--- src/rtl/mul_share_arbiter_if.sv ---
// rtl/mul_share_arbiter_if.sv - request/response/flush bundle between two requesters and the shared multiplier arbiter
interface mul_share_arbiter_if #(
    parameter int W = 32
);
    logic [1:0]          req_valid;
    logic [1:0]          req_ready;
    logic [1:0][2:0]     req_funct3;
    logic [1:0][W-1:0]   req_a;
    logic [1:0][W-1:0]   req_b;
    logic [1:0]          flush;
    logic [1:0]          resp_valid;
    logic [1:0]          resp_ready;
    logic [W-1:0]        resp_result;

    modport master (
        output req_valid, req_funct3, req_a, req_b, flush, resp_ready,
        input  req_ready, resp_valid, resp_result
    );

    modport slave (
        input  req_valid, req_funct3, req_a, req_b, flush, resp_ready,
        output req_ready, resp_valid, resp_result
    );
endinterface

--- src/rtl/mul_share_arbiter.sv ---
// rtl/mul_share_arbiter.sv - round-robin sharing of one pipelined multiplier between two requesters
module mul_share_arbiter #(
    parameter int LATENCY = 4,
    parameter int W       = 32
) (
    input  logic                 clk,
    input  logic                 reset_n,
    mul_share_arbiter_if.slave   bus,
    output logic                 mul_ce,
    output logic [W-1:0]         mul_a,
    output logic [W-1:0]         mul_b,
    input  logic [2*W-1:0]       mul_p_ss,
    input  logic [W-1:0]         mul_p_su,
    input  logic [W-1:0]         mul_p_uu,
    output logic                 idle
);
    localparam int L = LATENCY;

    // Tag pipe: one {valid, owner, funct3} entry per multiplier stage.
    logic [L-1:0]      tag_v_q,  tag_v_d;
    logic [L-1:0]      tag_id_q, tag_id_d;
    logic [L-1:0][2:0] tag_f3_q, tag_f3_d;

    logic              rr_ptr_q, rr_ptr_d;
    logic [W-1:0]      mul_a_q, mul_a_d;
    logic [W-1:0]      mul_b_q, mul_b_d;

    logic              retire_v;
    logic              retire_id;
    logic [2:0]        retire_f3;
    logic              stall;
    logic [1:0]        eligible;
    logic [1:0]        grant;
    logic              win_id;

    // Stall / clock-enable and round-robin arbitration.
    always_comb begin
        retire_v  = tag_v_q[L-1];
        retire_id = tag_id_q[L-1];
        retire_f3 = tag_f3_q[L-1];
        // A retiring op being flushed is dropped, so it must not hold the pipe.
        stall     = retire_v && !bus.resp_ready[retire_id] && !bus.flush[retire_id];
        mul_ce    = reset_n && !stall;
        eligible  = bus.req_valid & ~bus.flush & {2{mul_ce}};
        grant     = 2'b00;
        win_id    = 1'b0;
        rr_ptr_d  = rr_ptr_q;
        case (eligible)
            2'b01: begin
                grant  = 2'b01;
                win_id = 1'b0;
            end
            2'b10: begin
                grant  = 2'b10;
                win_id = 1'b1;
            end
            2'b11: begin
                grant[rr_ptr_q] = 1'b1;
                win_id          = rr_ptr_q;
                rr_ptr_d        = ~rr_ptr_q;
            end
            default: ;
        endcase
    end

    // Tag pipe advance, operand capture and flush masking.
    always_comb begin
        tag_v_d  = tag_v_q;
        tag_id_d = tag_id_q;
        tag_f3_d = tag_f3_q;
        mul_a_d  = mul_a_q;
        mul_b_d  = mul_b_q;
        if (mul_ce) begin
            tag_v_d[0]  = |grant;
            tag_id_d[0] = win_id;
            tag_f3_d[0] = bus.req_funct3[win_id];
            for (int k = 1; k < L; k++) begin
                tag_v_d[k]  = tag_v_q[k-1];
                tag_id_d[k] = tag_id_q[k-1];
                tag_f3_d[k] = tag_f3_q[k-1];
            end
            if (|grant) begin
                mul_a_d = bus.req_a[win_id];
                mul_b_d = bus.req_b[win_id];
            end
        end
        // Flush applies to whatever the stages hold after this edge, stalled or not.
        for (int k = 0; k < L; k++) begin
            if (bus.flush[tag_id_d[k]]) begin
                tag_v_d[k] = 1'b0;
            end
        end
    end

    // State registers with synchronous active-low reset.
    always_ff @(posedge clk) begin
        if (!reset_n) begin
            tag_v_q  <= '0;
            tag_id_q <= '0;
            tag_f3_q <= '0;
            rr_ptr_q <= 1'b0;
            mul_a_q  <= '0;
            mul_b_q  <= '0;
        end else begin
            tag_v_q  <= tag_v_d;
            tag_id_q <= tag_id_d;
            tag_f3_q <= tag_f3_d;
            rr_ptr_q <= rr_ptr_d;
            mul_a_q  <= mul_a_d;
            mul_b_q  <= mul_b_d;
        end
    end

    // Response routing and funct3 result select at the retire stage.
    always_comb begin
        bus.req_ready     = grant;
        bus.resp_valid[0] = reset_n && retire_v && !retire_id;
        bus.resp_valid[1] = reset_n && retire_v &&  retire_id;
        case (retire_f3)
            3'b000:  bus.resp_result = mul_p_ss[W-1:0];
            3'b001:  bus.resp_result = mul_p_ss[2*W-1:W];
            3'b010:  bus.resp_result = mul_p_su;
            3'b011:  bus.resp_result = mul_p_uu;
            default: bus.resp_result = '0;
        endcase
        mul_a = mul_a_q;
        mul_b = mul_b_q;
        idle  = !reset_n || !(|tag_v_q);
    end
endmodule

--- src/flat_wrapper.sv ---
// flat-port wrapper written by rule: the top's interface ports become plain ports
module mul_share_arbiter_flat 
#(
    parameter int LATENCY = 4,
    parameter int W       = 32
)
  (clk, reset_n, mul_ce, mul_a, mul_b, mul_p_ss, mul_p_su, mul_p_uu, idle, bus_req_valid, bus_req_funct3, bus_req_a, bus_req_b, bus_flush, bus_resp_ready, bus_req_ready, bus_resp_valid, bus_resp_result);
  mul_share_arbiter_if #(.W(W)) bus_i ();
  input  logic clk;
  input  logic reset_n;
  output logic mul_ce;
  output logic [W-1:0] mul_a;
  output logic [W-1:0] mul_b;
  input  logic [2*W-1:0] mul_p_ss;
  input  logic [W-1:0] mul_p_su;
  input  logic [W-1:0] mul_p_uu;
  output logic idle;
  input wire logic [$bits(bus_i.req_valid)-1:0] bus_req_valid;
  input wire logic [$bits(bus_i.req_funct3)-1:0] bus_req_funct3;
  input wire logic [$bits(bus_i.req_a)-1:0] bus_req_a;
  input wire logic [$bits(bus_i.req_b)-1:0] bus_req_b;
  input wire logic [$bits(bus_i.flush)-1:0] bus_flush;
  input wire logic [$bits(bus_i.resp_ready)-1:0] bus_resp_ready;
  output wire logic [$bits(bus_i.req_ready)-1:0] bus_req_ready;
  output wire logic [$bits(bus_i.resp_valid)-1:0] bus_resp_valid;
  output wire logic [$bits(bus_i.resp_result)-1:0] bus_resp_result;
  assign bus_i.req_valid = bus_req_valid;
  assign bus_i.req_funct3 = bus_req_funct3;
  assign bus_i.req_a = bus_req_a;
  assign bus_i.req_b = bus_req_b;
  assign bus_i.flush = bus_flush;
  assign bus_i.resp_ready = bus_resp_ready;
  assign bus_req_ready = bus_i.req_ready;
  assign bus_resp_valid = bus_i.resp_valid;
  assign bus_resp_result = bus_i.resp_result;
  mul_share_arbiter #(.LATENCY(LATENCY), .W(W)) u_core (.clk(clk), .reset_n(reset_n), .bus(bus_i), .mul_ce(mul_ce), .mul_a(mul_a), .mul_b(mul_b), .mul_p_ss(mul_p_ss), .mul_p_su(mul_p_su), .mul_p_uu(mul_p_uu), .idle(idle));
endmodule
--- config.mk ---
export PLATFORM = sky130hd
export DESIGN_NAME = mul_share_arbiter_flat
export DESIGN_NICKNAME = d
export VERILOG_FILES = /design/src/rtl/mul_share_arbiter_if.sv /design/src/rtl/mul_share_arbiter.sv /design/src/flat_wrapper.sv
export SDC_FILE = /design/constraint.sdc
export NUM_CORES = 1
export LEC_CHECK = 0
export BUFFER_PORTS_ARGS = -buffer_cell sky130_fd_sc_hd__buf_2
export CORE_AREA = 2 2 144 146
export DETAILED_ROUTE_END_ITERATION = 8
export DIE_AREA = 0 0 146 148
export HOLD_SLACK_MARGIN = 0.15
export REMOVE_ABC_BUFFERS = 1
export SLEW_MARGIN = 15
export SYNTH_ARGS = -nofsm -noshare
export SYNTH_HDL_FRONTEND = slang
export SYNTH_SLANG_ARGS = --single-unit
--- constraint.sdc ---
create_clock -name clk -period 2.5 [get_ports clk]
set_clock_uncertainty 0.2 [all_clocks]
set_input_delay 0.25 -clock clk [delete_from_list [all_inputs] [get_ports clk]]
set_output_delay 0.25 -clock clk [all_outputs]
set_load 0.02 [all_outputs]
==> impl_metrics.py, run 1 <==
metrics = {
    "run_status": {
        "status": "finished clean",
    },
    "clocking": {
        "numCtsBuffers": 9,
        "clk-insertion-delay-late_ns": 0.34,
        "root_buffer": "clkbuf_16",
        "clock-sinks": 85,
        "cts_tree": "done",
        "htreeDepth": 3,
        "clk_pin_slew_ns": 0.07,
        "clk_path_buf_depth": 2,
    },
    "logic_synthesis": {
        "ys_seq_area_share_pct": 36.9,
        "synth_cells": 607,
        "syn_area_um2": 4610,
        "synth-main-ff-cell": "dfxtp_1",
        "syn_area_per_cell_um2": 7.60,
        "yosysWarnings": 0,
        "synth_cell_type_count": 43,
        "async_flop_share_pct": 0,
        "ys_ff_latch": 85,
        "synth_edf_count": 0,
    },
    "drt": {
        "dr.pass1.iters": 5,
        "via_per_inst": 4.97,
        "vias": 6769,
        "avgRoutedWirePerCell_um": 17.3,
        "met2_length_um": 12300,
        "top_layer": "met4",
        "initialDrtViolationCount": 318,
        "finalWirelength_um": 23600,
        "wl_met3_um": 2030,
        "m1WireLength_um": 8280,
        "drc": 0,
        "ant_nets": 0,
    },
    "floorplanning": {
        "pin_count": 372,
        "dieHeight_um": 148,
        "rows": 52,
        "start_util_pct": 23.0,
        "die_x_um": 146,
        "coreArea_um2": 20000,
        "dieArea_um2": 21600,
    },
    "hold_path": {
        "min_to": "u_core.tag_v_q[3]",
        "worstHoldPathCells": 3,
        "worstHoldPathType": "primary input to flop",
        "min_from": "reset_n",
    },
    "sta": {
        "min_period_over_period_pct": 94.4,
        "fmax_mhz": 424,
        "rsz0062_at_grt": "false",
        "min_period_ns": 2.36,
        "relSlewSlack_pct": 56.2,
        "worst_pin_slew_ns": 0.657,
        "setup_viol": 0,
        "slew_violations": 0,
        "layout_setup_ws_ns": 0.140,
        "hold_viol_final": 0,
    },
    "power": {
        "p_int_w": 0.00289,
        "p_sw_share_pct": 29.2,
        "share_seq_of_total_power_pct": 36.5,
        "leakagePower_nw": 3.84,
        "clkPwrFrac_pct": 36.9,
        "pwr-share-comb_pct": 26.7,
        "max-vdd-ir-drop_mv": 0.511,
        "p_per_area_nw_per_um2": 480,
        "power.switching_w": 0.00119,
    },
    "cells_and_area": {
        "utilization_pct": 42.5,
        "multi_input_area_um2": 2610,
        "fin_area_um2": 8510,
        "seq_area_um2": 1700,
        "fillers": 2001,
        "area_growth_pct": 84.4,
        "drive_above_1_share_pct": 39.5,
        "fin_nets": 1352,
        "stdcell_count": 1361,
    },
    "global_routing": {
        "track_usage_pct": 20.6,
        "grt_pass1_wl_um": 35400,
        "antenna_found_initial": 5,
        "grt_pass1_vias": 6705,
        "grt_max_degree": 68,
        "grt_overflow": 0,
    },
    "setup_path": {
        "critical_path_class": "flop to output pin",
        "worstReg2RegStart": "u_core.tag_id_q[3]",
        "critPathRequiredTime_ns": 2.05,
        "cp.arrival_ns": 1.91,
        "timing.rr.end": "u_core.tag_f3_q[2]",
        "cpMaxStageDelayCell": "or4b_4",
        "ff2ff_path_depth": 6,
        "crit_chain": "or4b_4 -> nand3_4 -> inv_4 -> nand2_1 -> inv_1 -> buf_2",
        "start_kind": "flop",
        "crit_fanout": 20,
        "cp-end-kind": "output pin",
        "critPathMaxStageDelay_ns": 0.55,
        "rrSetupSlack_ns": 0.16,
    },
    "place": {
        "dp_hpwl_um": 16100,
        "io_buffers": 371,
        "placed_area_um2": 6770,
        "dp_cells": 1203,
        "place.gp.congestion": 0.809,
        "dp_slack_ns": 0.214,
    },
    "flow_run": {
        "maxCapViolations": 0,
    },
}
-- cells in the mapped netlist, types with 3 or more instances --
library cell  number  share of area [%]
a21oi_1           15                1.6
a22oi_1           64                 10
a31oi_1           67                9.1
buf_1              4               0.33
buf_2             15                1.6
buf_4              7                1.1
buf_6              3               0.73
clkbuf_1          38                3.1
dfxtp_1           85                 37
nand2_1           61                5.0
nand3_1           67                7.3
nor2_1             4               0.33
nor3b_1            3               0.49
o21a_1             3               0.49
o21ai_0           75                8.1
o21ai_1           63                6.8
-- layer usage --
layer  vias up  global-route usage, %
met5         -                      0
met4         0                   9.42
met3        51                   5.34
met2       383                   39.1
met1      3075                   21.2
li1       3260                      -
-- through the flow --
stage / total power [W] / hold WS, ns / TNS (ns)
5_1_grt: 0.00428 / 0.194 / 0
3_3_place_gp: 0.00242 / 0.240 / 0
2_1_floorplan: 0.00193 / 0.146 / -140.20
4_1_cts: 0.00410 / 0.184 / 0
6_report: 0.00409 / 0.207 / 0
3_5_place_dp: 0.00242 / 0.242 / 0
-- cells in the final DEF, fill, tap and decap left out, drive strengths merged, types with 2 or more instances in the layout --
master,n
buf,396
o21ai,138
dlygate4sd3,136
dfxtp,85
nand3,68
a31oi,67
a22oi,64
nand2,61
a21oi,15
clkbuf,12
nor2,5
inv,5
diode,4
nor3b,3
o21a,3
a2111oi,3
and3,2
o2bb2ai,2
mux2i,2
bufinv,2
nand2b,2
nor3,2
-- final cells by class --
type / instances / area share (%)
Multi-Input combinational cell: 450 / 30.7
Inverter: 4 / 0.206
Timing Repair Buffer: 532 / 41.1
Tap cell: 270 / 3.97
Sequential cell: 85 / 20.0
Clock inverter: 4 / 0.911
Antenna cell: 4 / 0.118
Clock buffer: 12 / 3.01
-- state kept, by name, summed over array words and instances, names as in the netlist --
name and cells:
u_core.mul_a 32, u_core.mul_b 32, u_core.retire_f3 3, u_core.rr_ptr_q 1, u_core.tag_f3_q 9, u_core.tag_id_q 4, u_core.tag_v_q 4
-- power by group through the flow --
stage	Clock (W)	Combinational [W]	Sequential, W
finish	0.00151	0.00109	0.00149
global route	0.00161	0.00117	0.00150
CTS	0.00155	0.00107	0.00149
detailed placement	0	0.000903	0.00152
global placement	0	0.000900	0.00152
floorplan	0	0.000328	0.00161
-- kinds of logic after synthesis --
family | share of synthesized area [%]
DFF | 36.9
buffers and inverters | 7.35
xor gates and xnor gates | 0.190
AOI/OAI and AO/OA | 39.1
and+or+nand+nor | 16.1
muxes | 0.434
-- how the worst max path moves through the flow --
| stage | startpoint | end | slack [ns] | cells after the start |
|---|---|---|---|---|
| 2_1_floorplan | u_core.tag_id_q[3] | u_core.mul_a[10] | -1.93 | 4 |
| 3_3_place_gp | u_core.tag_id_q[3] | u_core.mul_a[14] | 0.29 | 6 |
| 3_5_place_dp | u_core.tag_id_q[3] | u_core.mul_b[19] | 0.21 | 6 |
| 4_1_cts | u_core.tag_v_q[3] | bus_req_ready[1] | 0.008 | 6 |
| 5_1_grt | u_core.tag_id_q[3] | bus_req_ready[1] | 0.02 | 6 |
| 6_report | u_core.tag_id_q[3] | bus_req_ready[1] | 0.14 | 6 |
-- worst max-delay path: cells and delay by family, from the launching register on --
kind | cells | cell delay (ns)
buf+inv | 3 | 0.35
flops | 1 | 0.36
simple gates | 3 | 0.86
-- timing repair --
action / 4_1_cts / 5_1_grt
hold buffers: 136 / 0
endpoints found under the setup margin: 5 / 5
cloned: 0 / 0
gates resized for setup: 2 / 4
endpoints found under the hold margin: 71 / 0
buffers inserted: 0 / 2
Note: power is estimated with default switching activity, not from simulation.
==> run 2: changes to the inputs <==
- CTS_BUF_LIST: unset -> sky130_fd_sc_hd__clkbuf_4 sky130_fd_sc_hd__clkbuf_8 sky130_fd_sc_hd__clkbuf_16
==> impl_metrics.py, run 2 (same netlist as run 1, synthesis figures left out) <==
metrics = {
    "floorplanning": {
        "die_x_um": 146,
        "coreArea_um2": 20000,
        "rows": 52,
        "dieHeight_um": 148,
        "start_util_pct": 23.0,
        "pin_count": 372,
        "dieArea_um2": 21600,
    },
    "sta": {
        "fmax_mhz": 424,
        "worst_pin_slew_ns": 0.645,
        "setup_viol": 0,
        "min_period_ns": 2.36,
        "min_period_over_period_pct": 94.3,
        "hold_viol_final": 0,
        "rsz0062_at_grt": "false",
        "relSlewSlack_pct": 57.0,
        "holdWs_ns": 0.208,
        "slew_violations": 0,
    },
    "clocking": {
        "htreeDepth": 3,
        "clock-sinks": 85,
        "root_buffer": "clkbuf_16",
        "clk_path_buf_depth": 2,
        "clk-insertion-delay-late_ns": 0.34,
        "numCtsBuffers": 9,
        "clk_pin_slew_ns": 0.07,
        "cts_tree": "done",
    },
    "run_status": {
        "status": "finished clean",
    },
    "hold_path": {
        "worstHoldPathType": "primary input to flop",
    },
    "cells_and_area": {
        "final_cell_mix": "buf_2, dlygate4sd3_1, dfxtp_1",
        "utilization_pct": 42.5,
        "layout_commonest_cell": "buf_2",
        "drive_above_1_share_pct": 39.6,
        "stdcell_count": 1361,
        "area_growth_pct": 84.5,
        "fin_nets": 1352,
    },
    "setup_path": {
        "cpMaxStageDelayCell": "or4b_4",
        "critPathRequiredTime_ns": 2.05,
        "crit_chain": "or4b_4 -> nand3_4 -> inv_4 -> nand2_1 -> inv_1 -> buf_2",
        "cp.arrival_ns": 1.91,
        "critPathTopFamily": "simple AND/OR/NAND/NOR gates",
        "cp-end-kind": "output pin",
        "crit_fanout": 20,
        "critPathBufInv": 3,
        "critPathMaxStageDelay_ns": 0.55,
        "start_kind": "flop",
        "critical_path_class": "flop to output pin",
    },
    "drt": {
        "initialDrtViolationCount": 272,
        "finalWirelength_um": 23600,
        "via_per_inst": 4.97,
        "avgRoutedWirePerCell_um": 17.4,
        "ant_nets": 0,
        "dr.pass1.iters": 4,
        "drc": 0,
        "vias": 6766,
    },
    "place": {
        "dp_cells": 1203,
        "dp_hpwl_um": 16100,
        "place.gp.congestion": 0.809,
        "io_buffers": 371,
    },
    "power": {
        "p_total_w": 0.00410,
        "max-vdd-ir-drop_mv": 0.511,
        "leakagePower_nw": 3.84,
        "p_per_area_nw_per_um2": 481,
    },
    "global_routing": {
        "antenna_found_initial": 5,
        "grt_max_degree": 68,
        "grt_overflow": 0,
        "track_usage_pct": 20.6,
        "grt_pass1_wl_um": 35500,
        "grt_pass1_vias": 6708,
    },
    "flow_run": {
        "maxCapViolations": 0,
    },
}
run 2: cell type report:
cell class | instances | area [µm²]
Fill cell | 2000 | 11500
Timing Repair Buffer | 532 | 3500
Multi-Input combinational cell | 450 | 2610
Sequential cell | 85 | 1700
Tap cell | 270 | 338
Clock buffer | 12 | 260
Clock inverter | 4 | 77.6
Inverter | 4 | 17.5
Antenna cell | 4 | 10.0
run 2: final timing paths:
check,start,end,slack (ns),cells past startpoint
max,u_core.tag_id_q[3],bus_req_ready[1],0.14,6
min,reset_n,u_core.tag_v_q[3],0.21,3
max reg2reg,u_core.tag_id_q[3],u_core.tag_f3_q[2],0.16,6
min reg2reg,u_core.tag_f3_q[5],u_core.tag_f3_q[5],0.25,2
run 2: layer usage:
metal,wire (µm),track usage (%)
met3,1990,5.34
met4,933,9.42
met1,8310,21.2
met5,0,0
met2,12400,39.2
run 2: worst min-delay path: cells and delay by family:
| family | cells | cell delay [ns] |
|---|---|---|
| compound gates | 2 | 0.24 |
| buf+inv | 1 | 0.21 |
run 2: where the power goes:
group / switching (W) / leakage (nW) / internal, W
clock network: 0.000569 / 0.167 / 0.000948
logic: 0.000573 / 2.98 / 0.000516
registers: 0.0000485 / 0.700 / 0.00144
total: 0.00119 / 3.84 / 0.00290
run 2: through the flow:
step                      instance area [µm²]  setup TNS, ns  setup WS, ns
after floorplan                          4290        -140.20         -1.93
after global placement                   6770              0         0.288
after detailed placement                 6770              0         0.214
after CTS                                8480              0       0.00763
after global routing                     8510              0        0.0245
final                                    8510              0         0.142
run 2: timing repair:
action                                 CTS  global route
endpoints found under the hold margin   71             0
setup endpoints to repair                5             5
gates resized for setup                  2             4
hold buffers                           136             0
gates cloned                             0             0
setup buffers                            0             2
==> run 3: changes to the inputs <==
--- a/constraint.sdc
+++ b/constraint.sdc
@@ -4,2 +4,2 @@
 set_output_delay 0.25 -clock clk [all_outputs]
-set_load 0.02 [all_outputs]
+set_load 0.05 [all_outputs]
==> impl_metrics.py, run 3 (same netlist as run 1, synthesis figures left out) <==
metrics = {
    "run_status": {
        "status": "finished clean",
    },
    "cells_and_area": {
        "fin_nets": 1349,
        "fillers": 2023,
        "fin_area_um2": 8530,
        "drive_above_1_share_pct": 39.3,
        "area_growth_pct": 84.8,
        "final_cell_mix": "buf_2, dlygate4sd3_1, dfxtp_1",
        "layout_commonest_cell": "buf_2",
    },
    "setup_path": {
        "cp-end-kind": "output pin",
        "ff2ff_path_depth": 6,
        "critical_path_class": "flop to output pin",
        "critPathRequiredTime_ns": 2.05,
        "cpMaxStageDelayCell": "or4b_4",
        "critPathMaxStageDelay_ns": 0.56,
        "critPathBufInv": 3,
        "start_kind": "flop",
        "timing.rr.end": "u_core.tag_f3_q[1]",
        "crit_fanout": 14,
        "cp.arrival_ns": 1.91,
        "critPathTopFamily": "simple AND/OR/NAND/NOR gates",
        "crit_chain": "or4b_4 -> nand3_4 -> inv_4 -> nand2_1 -> inv_1 -> buf_2",
        "worstReg2RegStart": "u_core.tag_id_q[3]",
        "rrSetupSlack_ns": 0.16,
    },
    "hold_path": {
        "worstHoldPathType": "primary input to flop",
        "min_to": "u_core.tag_v_q[1]",
        "min_from": "bus_flush[0]",
        "worstHoldPathCells": 4,
    },
    "drt": {
        "finalWirelength_um": 24600,
        "ant_nets": 0,
        "via_per_inst": 5.05,
        "vias": 6863,
        "drc": 0,
        "avgRoutedWirePerCell_um": 18.1,
        "initialDrtViolationCount": 472,
        "dr.pass1.iters": 7,
    },
    "sta": {
        "setup_viol": 0,
        "holdWs_ns": 0.193,
        "layout_setup_ws_ns": 0.140,
        "hold_viol_final": 0,
        "fmax_mhz": 424,
        "slew_violations": 0,
        "rsz0062_at_grt": "false",
        "worst_pin_slew_ns": 0.488,
        "relSlewSlack_pct": 67.5,
        "min_period_ns": 2.36,
        "min_period_over_period_pct": 94.4,
    },
    "global_routing": {
        "track_usage_pct": 21.3,
        "busiest_layer": "met2",
        "grt_overflow": 0,
        "grt_pass1_vias": 6629,
        "met3_usage_pct": 5.52,
        "grt_max_degree": 75,
        "grt_use_met1_pct": 22.5,
        "grt_pass1_wl_um": 36300,
        "antenna_found_initial": 4,
        "grtUsageMet2_pct": 38.9,
    },
    "clocking": {
        "cts_tree": "done",
        "clk_path_buf_depth": 2,
        "root_buffer": "clkbuf_16",
        "clk-insertion-delay-late_ns": 0.34,
        "htreeDepth": 3,
        "clock-sinks": 85,
        "numCtsBuffers": 9,
        "clk_pin_slew_ns": 0.07,
    },
    "flow_run": {
        "maxCapViolations": 0,
    },
    "power": {
        "max-vdd-ir-drop_mv": 0.271,
        "p_per_area_nw_per_um2": 502,
        "leakagePower_nw": 3.83,
    },
    "floorplanning": {
        "start_util_pct": 23.0,
        "rows": 52,
        "dieHeight_um": 148,
        "coreArea_um2": 20000,
        "dieArea_um2": 21600,
        "pin_count": 372,
        "die_x_um": 146,
    },
    "place": {
        "dp_hpwl_um": 16300,
        "dp_slack_ns": 0.314,
        "place.gp.congestion": 0.843,
        "io_buffers": 371,
        "placed_area_um2": 6790,
    },
}
run 3: worst max path at each step:
stage	from	to	slack, ns	cells past startpoint
after floorplan	u_core.tag_id_q[3]	u_core.mul_a[10]	-1.93	4
after global placement	u_core.retire_f3[0]	bus_resp_result[4]	0.33	5
after detailed placement	u_core.retire_f3[1]	bus_resp_result[4]	0.31	5
after CTS	u_core.tag_id_q[3]	bus_req_ready[0]	0.004	5
after global routing	u_core.tag_id_q[3]	bus_req_ready[0]	0.05	5
final	u_core.tag_id_q[3]	bus_req_ready[1]	0.14	6
run 3: repair_timing:
action,4_1_cts,5_1_grt
endpoints found under the hold margin,71,0
gates cloned,0,1
resized for setup,2,5
endpoints found under the setup margin,14,3
hold buffers,137,0
setup buffers,0,1
run 3: worst min-delay path: cells and delay by family:
family	cells	cell delay [ns]
compound gates	3	0.28
buf+inv	1	0.16
run 3: final cells by class:
type | count | area (µm²) | area share [%]
Sequential cell | 85 | 1700 | 20.0
Inverter | 4 | 17.5 | 0.205
Tap cell | 270 | 338 | 3.96
Multi-Input combinational cell | 450 | 2610 | 30.6
Timing Repair Buffer | 529 | 3540 | 41.5
Clock inverter | 7 | 81.3 | 0.954
Clock buffer | 9 | 225 | 2.64
Antenna cell | 4 | 10.0 | 0.117
run 3: stage by stage:
step	utilization, %	std cells	setup TNS, ns	total power (W)
finish	42.5	1358	0	0.00428
global route	42.5	1358	0	0.00446
CTS	42.3	1352	0	0.00429
detailed placement	33.9	1199	0	0.00272
global placement	33.9	1199	0	0.00272
floorplan	-	539	-147.28	0.00220
run 3: report_power, final:
group	switching [W]	leakage (nW)	total (W)	internal, W
logic	0.000866	2.98	0.00139	0.000528
clock network	0.000603	0.146	0.00139	0.000791
registers	0.0000486	0.700	0.00149	0.00144
run 3: routing by layer:
| layer | routed length (µm) | part of all wire, % | vias up |
|---|---|---|---|
| met4 | 1090 | 4.4 | 0 |
| met2 | 12700 | 52 | 445 |
| met1 | 8440 | 34 | 3115 |
| met3 | 2380 | 9.6 | 48 |
| met5 | 0 | 0 | - |
| li1 | - | - | 3255 |
